### src/rtl/accbuf_arb_if.sv
// Accumulation-buffer arbiter bus: per-channel result strobes in, buffer
// write port and per-channel status out.
//   acc_valid/acc_x/acc_y : channel results (no backpressure)
//   we/addr/data          : buffer write port
//   count/full/drop_cnt   : per-channel words written, region full, drops
//   ovf                   : sticky drop flag
interface accbuf_arb_if #(
    parameter int ADDRWIDTH = 12
);
    logic [3:0]                  acc_valid;
    logic [3:0][31:0]            acc_x;
    logic [3:0][31:0]            acc_y;
    logic                        we;
    logic [ADDRWIDTH-1:0]        addr;
    logic [63:0]                 data;
    logic [3:0][ADDRWIDTH-2:0]   count;
    logic [3:0]                  full;
    logic [3:0][15:0]            drop_cnt;
    logic                        ovf;

    modport master (
        output acc_valid, acc_x, acc_y,
        input  we, addr, data, count, full, drop_cnt, ovf
    );

    modport slave (
        input  acc_valid, acc_x, acc_y,
        output we, addr, data, count, full, drop_cnt, ovf
    );
endinterface

### src/rtl/accbuf_arb.sv
// Four-channel accumulation-buffer write arbiter with per-channel holding
// FIFOs. Ports: clk, reset (async, high), resetacc (sync clear), bus (slave).
module accbuf_arb #(
    parameter int ADDRWIDTH = 12,
    parameter int FIFODEPTH = 4
) (
    input  logic          clk,
    input  logic          reset,
    input  logic          resetacc,
    accbuf_arb_if.slave   bus
);
    localparam int PW = $clog2(FIFODEPTH);
    localparam int CW = ADDRWIDTH - 1;
    localparam logic [CW-1:0] REGION = CW'(2 ** (ADDRWIDTH - 2));

    logic [63:0]          mem [4][FIFODEPTH];
    logic [3:0][PW:0]     wr_ptr;
    logic [3:0][PW:0]     rd_ptr;
    logic [3:0]           nonempty;
    logic [3:0]           fifo_full;
    logic [3:0]           push;
    logic [3:0]           pop;
    logic [3:0]           push_drop;
    logic [3:0]           pop_drop;
    logic [3:0]           full;
    logic [3:0][15:0]     drop_next;

    logic [1:0]           last_grant;
    logic [1:0]           gnt;
    logic [1:0]           cand;
    logic                 gnt_vld;
    logic                 wr_sel;

    logic [3:0][CW-1:0]   count_q;
    logic [3:0][15:0]     drop_q;
    logic                 ovf_q;
    logic                 we_q;
    logic [ADDRWIDTH-1:0] addr_q;
    logic [63:0]          data_q;

    always_comb begin
        for (int c = 0; c < 4; c++) begin
            nonempty[c]  = wr_ptr[c] != rd_ptr[c];
            fifo_full[c] = (wr_ptr[c][PW] != rd_ptr[c][PW]) &&
                           (wr_ptr[c][PW-1:0] == rd_ptr[c][PW-1:0]);
            full[c]      = count_q[c] == REGION;
        end
    end

    // Round-robin search starting just after the last granted channel.
    always_comb begin
        gnt_vld = 1'b0;
        gnt     = last_grant;
        cand    = '0;
        for (int i = 1; i <= 4; i++) begin
            cand = last_grant + 2'(i);
            if (!gnt_vld && nonempty[cand]) begin
                gnt_vld = 1'b1;
                gnt     = cand;
            end
        end
    end

    assign wr_sel = gnt_vld && !full[gnt];

    // A full FIFO that is popped this cycle still has room for the push.
    always_comb begin
        for (int c = 0; c < 4; c++) begin
            pop[c]       = gnt_vld && (gnt == 2'(c));
            push[c]      = bus.acc_valid[c] && !resetacc &&
                           (!fifo_full[c] || pop[c]);
            push_drop[c] = bus.acc_valid[c] && !resetacc &&
                           fifo_full[c] && !pop[c];
            pop_drop[c]  = pop[c] && full[c];
        end
    end

    // A channel may drop on both the input and the write side at once.
    always_comb begin
        for (int c = 0; c < 4; c++) begin
            logic [16:0] sum;
            sum = {1'b0, drop_q[c]} + 17'(push_drop[c]) +
                  17'(pop_drop[c]);
            drop_next[c] = sum[16] ? 16'hFFFF : sum[15:0];
        end
    end

    always_ff @(posedge clk) begin
        for (int c = 0; c < 4; c++) begin
            if (push[c]) begin
                mem[c][wr_ptr[c][PW-1:0]] <=
                    {bus.acc_x[c], bus.acc_y[c]};
            end
        end
    end

    always_ff @(posedge clk or posedge reset) begin
        if (reset) begin
            wr_ptr     <= '0;
            rd_ptr     <= '0;
            count_q    <= '0;
            drop_q     <= '0;
            ovf_q      <= 1'b0;
            we_q       <= 1'b0;
            addr_q     <= '0;
            data_q     <= '0;
            last_grant <= 2'd3;
        end else if (resetacc) begin
            wr_ptr     <= '0;
            rd_ptr     <= '0;
            count_q    <= '0;
            drop_q     <= '0;
            ovf_q      <= 1'b0;
            we_q       <= 1'b0;
            last_grant <= 2'd3;
        end else begin
            for (int c = 0; c < 4; c++) begin
                if (push[c]) begin
                    wr_ptr[c] <= wr_ptr[c] + (PW+1)'(1);
                end
                if (pop[c]) begin
                    rd_ptr[c] <= rd_ptr[c] + (PW+1)'(1);
                end
                if (pop[c] && !full[c]) begin
                    count_q[c] <= count_q[c] + CW'(1);
                end
                drop_q[c] <= drop_next[c];
            end
            ovf_q <= ovf_q | (|push_drop) | (|pop_drop);
            we_q  <= wr_sel;
            if (wr_sel) begin
                addr_q <= {gnt, count_q[gnt][ADDRWIDTH-3:0]};
                data_q <= mem[gnt][rd_ptr[gnt][PW-1:0]];
            end
            if (gnt_vld) begin
                last_grant <= gnt;
            end
        end
    end

    assign bus.we       = we_q;
    assign bus.addr     = addr_q;
    assign bus.data     = data_q;
    assign bus.count    = count_q;
    assign bus.full     = full;
    assign bus.drop_cnt = drop_q;
    assign bus.ovf      = ovf_q;
endmodule

### src/flat_wrapper.sv
// flat-port wrapper written by rule: the top's interface ports become plain ports
module accbuf_arb_flat 
#(
    parameter int ADDRWIDTH = 12,
    parameter int FIFODEPTH = 4
)
  (clk, reset, resetacc, bus_acc_valid, bus_acc_x, bus_acc_y, bus_we, bus_addr, bus_data, bus_count, bus_full, bus_drop_cnt, bus_ovf);
  accbuf_arb_if #(.ADDRWIDTH(ADDRWIDTH)) bus_i ();
  input  logic clk;
  input  logic reset;
  input  logic resetacc;
  input wire logic [$bits(bus_i.acc_valid)-1:0] bus_acc_valid;
  input wire logic [$bits(bus_i.acc_x)-1:0] bus_acc_x;
  input wire logic [$bits(bus_i.acc_y)-1:0] bus_acc_y;
  output wire logic [$bits(bus_i.we)-1:0] bus_we;
  output wire logic [$bits(bus_i.addr)-1:0] bus_addr;
  output wire logic [$bits(bus_i.data)-1:0] bus_data;
  output wire logic [$bits(bus_i.count)-1:0] bus_count;
  output wire logic [$bits(bus_i.full)-1:0] bus_full;
  output wire logic [$bits(bus_i.drop_cnt)-1:0] bus_drop_cnt;
  output wire logic [$bits(bus_i.ovf)-1:0] bus_ovf;
  assign bus_i.acc_valid = bus_acc_valid;
  assign bus_i.acc_x = bus_acc_x;
  assign bus_i.acc_y = bus_acc_y;
  assign bus_we = bus_i.we;
  assign bus_addr = bus_i.addr;
  assign bus_data = bus_i.data;
  assign bus_count = bus_i.count;
  assign bus_full = bus_i.full;
  assign bus_drop_cnt = bus_i.drop_cnt;
  assign bus_ovf = bus_i.ovf;
  accbuf_arb #(.ADDRWIDTH(ADDRWIDTH), .FIFODEPTH(FIFODEPTH)) u_core (.clk(clk), .reset(reset), .resetacc(resetacc), .bus(bus_i));
endmodule
### config.mk
export PLATFORM = sky130hd
export DESIGN_NAME = accbuf_arb_flat
export DESIGN_NICKNAME = d
export VERILOG_FILES = /design/src/rtl/accbuf_arb_if.sv /design/src/rtl/accbuf_arb.sv /design/src/flat_wrapper.sv
export SDC_FILE = /design/constraint.sdc
export NUM_CORES = 2
export LEC_CHECK = 0
export ABC_CLOCK_PERIOD_IN_PS = 6900
export BUFFER_PORTS_ARGS = -buffer_cell sky130_fd_sc_hd__buf_2
export CAP_MARGIN = 20
export CORE_MARGIN = 2
export CORE_UTILIZATION = 25
export CTS_CLUSTER_SIZE = 8
export DETAILED_ROUTE_END_ITERATION = 10
export MAX_ROUTING_LAYER = met4
export PLACE_DENSITY = 0.45
export SKIP_LAST_GASP = 1
export SYNTH_ARGS = -nofsm -noshare
export SYNTH_HDL_FRONTEND = slang
export SYNTH_SLANG_ARGS = --single-unit
### constraint.sdc
create_clock -name clk -period 6.9 [get_ports clk]
set_input_delay 0.345 -clock clk [delete_from_list [all_inputs] [get_ports clk]]
set_output_delay 0.345 -clock clk [all_outputs]
set_load 0.01 [all_outputs]
==> results.toml <==
[outcome]
status = "finished, final reports clean"

[critical_path]
worstSetupStartpointType = "flip-flop"
crit_fanout = 55
endpoint_kind = "flip-flop"
crit_arrival_ns = 5.72
crit_type = "reg2reg"
crit_required_ns = 7.32

[pwr]
power_density_nw_per_um2 = 427.2
peakVddDrop_mv = 0.6701
p_leak_nw = 21.95

[global_route]
grt_pass1_vias = 32242
busiest_layer = "met2"
grt-ovfl-total = 0
met1_usage = 0.2171
grtUsageMet2 = 0.2746
track_usage = 0.1712
grt_max_degree = 154
grt_antenna_before_repair = 44
grt_first_pass_wirelength_um = 237900
use_met3 = 0.03279

[clock_network]
clkTransAtPathRegs_ns = 0.05
clkSinkCount = 1236
clockBufferDepth = 3
clk_latency_ns = 0.82
htree_levels = 4
hold_buffers = 262
cts_inserted_buffers = 175
cts_tree = "yes"
cts_root_buf = "clkbuf_16"
post_cts_buffers = 0
cts_resized = 0

[logic_synthesis]
yosysSeqAreaShare = 0.7365
synth_edf_count = 1024
synth_area_leaders = "edfxtp_1 63%, dfrtp_1 11%, a211oi_1 4.0%"
synth_top_area_frac = 0.6281
ys_seq_elements = 1236
ys_warn_count = 0
synth_ff_type = "edfxtp_1"
synthCells = 3225
syn_nets = 3524
syn_area_um2 = 48950
avgSynthCellArea_um2 = 15.18
ys_async_sr_fraction = 0.1715
synth_area_leader_cell = "edfxtp_1"
synthDistinctLibCells = 63

[run]
drv_cap = 0

[worst_hold_path]
hold_path_class = "in2reg"

[final_layout]
drive_above_1_share = 0.1840
final_cell_mix = "1024 x edfxtp_1, 451 x buf_2, 262 x a211oi_1, 262 x dlygate4sd3_1, 210 x dfrtp_1"
final_common_cell = "edfxtp_1"
syn_to_final_growth_pct = 26.96
layout.nets = 4265
finalNonFillerCells = 6753

[route]
drtIter0Drc = 3016
firstDrtPassIters = 9
wl_per_cell_um = 25.00
wl_um = 168800
vias_per_cell = 4.716
drc = 0
vias = 31847
drt.antenna.violating_nets = 0

[placed_design]
port_buffers = 452
hpwl_um = 101800
gp_congestion = 0.7792
dp_cells = 6151

[sta]
max_slew.worst_pin.slew_ns = 1.173
rsz0062_at_grt = "no"
tns_ns = 0
skew_ns = 0.04641
relSlewSlack = 0.2177
finalCriticalPeriod_ns = 5.294
setup_violations = 0
hold_viol_final = 0
hold_ws_ns = 0.1105
clock.fmax_ghz = 0.1889
slew_violations = 0
fin_crit_sh = 0.7673

[die]
die_x_um = 446.5
start_util = 0.2513
die_h_um = 446.5
rows = 162
die_area_um2 = 199400
coreArea_um2 = 194800
io-pin-count = 453
report_power, final:
group / switching [W] / internal (W)
Clock: 0.00335 / 0.00482
Combinational: 0.00634 / 0.00312
Sequential: 0.000314 / 0.00862
flip-flops by register name, summed over array words and instances (netlist names), 2 cells and up:
| signal | cells |
|---|---|
| u_core.bus.addr | 12 |
| u_core.wr_ptr | 12 |
| u_core.bus.data | 64 |
| u_core.bus.drop_cnt | 64 |
| u_core.rd_ptr | 12 |
| u_core.bus.count | 44 |
| u_core.last_grant | 2 |
| u_core.mem | 1024 |
cell usage after synthesis, types with 35 or more instances:
library cell  number
nand3_1          160
xnor2_1           51
o21ai_0           35
a222oi_1         128
xor2_1            47
clkbuf_1         140
buf_2             43
nor2_1           144
a21oi_1          137
a211oi_1         262
o32ai_1           64
nor2b_1          137
edfxtp_1        1024
nand2_1          208
mux2i_1          151
dfrtp_1          210
inv_1             36
metal layers:
metal	wire length [µm]	vias to the layer above
met2	80600	1160
met5	0	-
li1	-	14189
met4	4749	0
met1	72800	16201
met3	10660	297
path summary, 6_finish.rpt:
path / slack, ns / end / depth (start not counted) / start
max: 1.61 / u_core.mem[0][15] / 9 / u_core.rd_ptr[11]
max in group asynchronous: 5.41 / u_core.bus.data[11] / 4 / reset
min reg2reg: 0.48 / u_core.bus.addr[9] / 2 / u_core.bus.addr[9]
min: 0.11 / u_core.wr_ptr[9] / 4 / bus_acc_valid[3]
max reg2reg: 1.61 / u_core.mem[0][15] / 9 / u_core.rd_ptr[11]
min in group asynchronous: 0.16 / u_core.bus.drop_cnt[61] / 3 / reset
through the flow:
step / power (W) / util / setup slack (ns) / instance area (µm²)
2_1_floorplan: 0.01530 / - / 0.7641 / 48950
5_1_grt: 0.02792 / 0.3191 / 1.280 / 62150
6_report: 0.02655 / 0.3191 / 1.606 / 62150
4_1_cts: 0.02688 / 0.3187 / 1.457 / 62070
3_5_place_dp: 0.01849 / 0.2784 / 1.471 / 54240
3_3_place_gp: 0.01841 / 0.2783 / 1.771 / 54210
critical path, stage by stage (launching register included):
cell	delay, ns
dfrtp_1	0.39
xnor2_1	0.42
and3_1	0.40
a21oi_1	0.15
o41ai_4	0.52
buf_4	0.68
nor3_1	0.18
nor3b_1	0.58
and2_4	0.94
buf_4	0.53
kinds of logic after synthesis:
kind of cell,Yosys count,synth area share
flip-flops,1236,0.7365
AO/OA/AOI/OAI,655,0.1003
XOR/XNOR,98,0.01753
adder cells (fa/ha/maj),36,0.009814
multiplexers,161,0.03340
buffers and inverters,249,0.02203
AND/OR/NAND/NOR,790,0.08038
area by class of cell:
type | instances | area [µm²]
clock inverter | 20 | 377.9
fill | 19228 | 132600
antenna | 32 | 80.08
tap | 2624 | 3283
sequential | 1236 | 36060
timing repair buffer | 776 | 5460
inverter | 37 | 151.4
multi-input combinational | 1740 | 11910
clock buffer | 288 | 4835
Power figures use the tool's default switching activity.
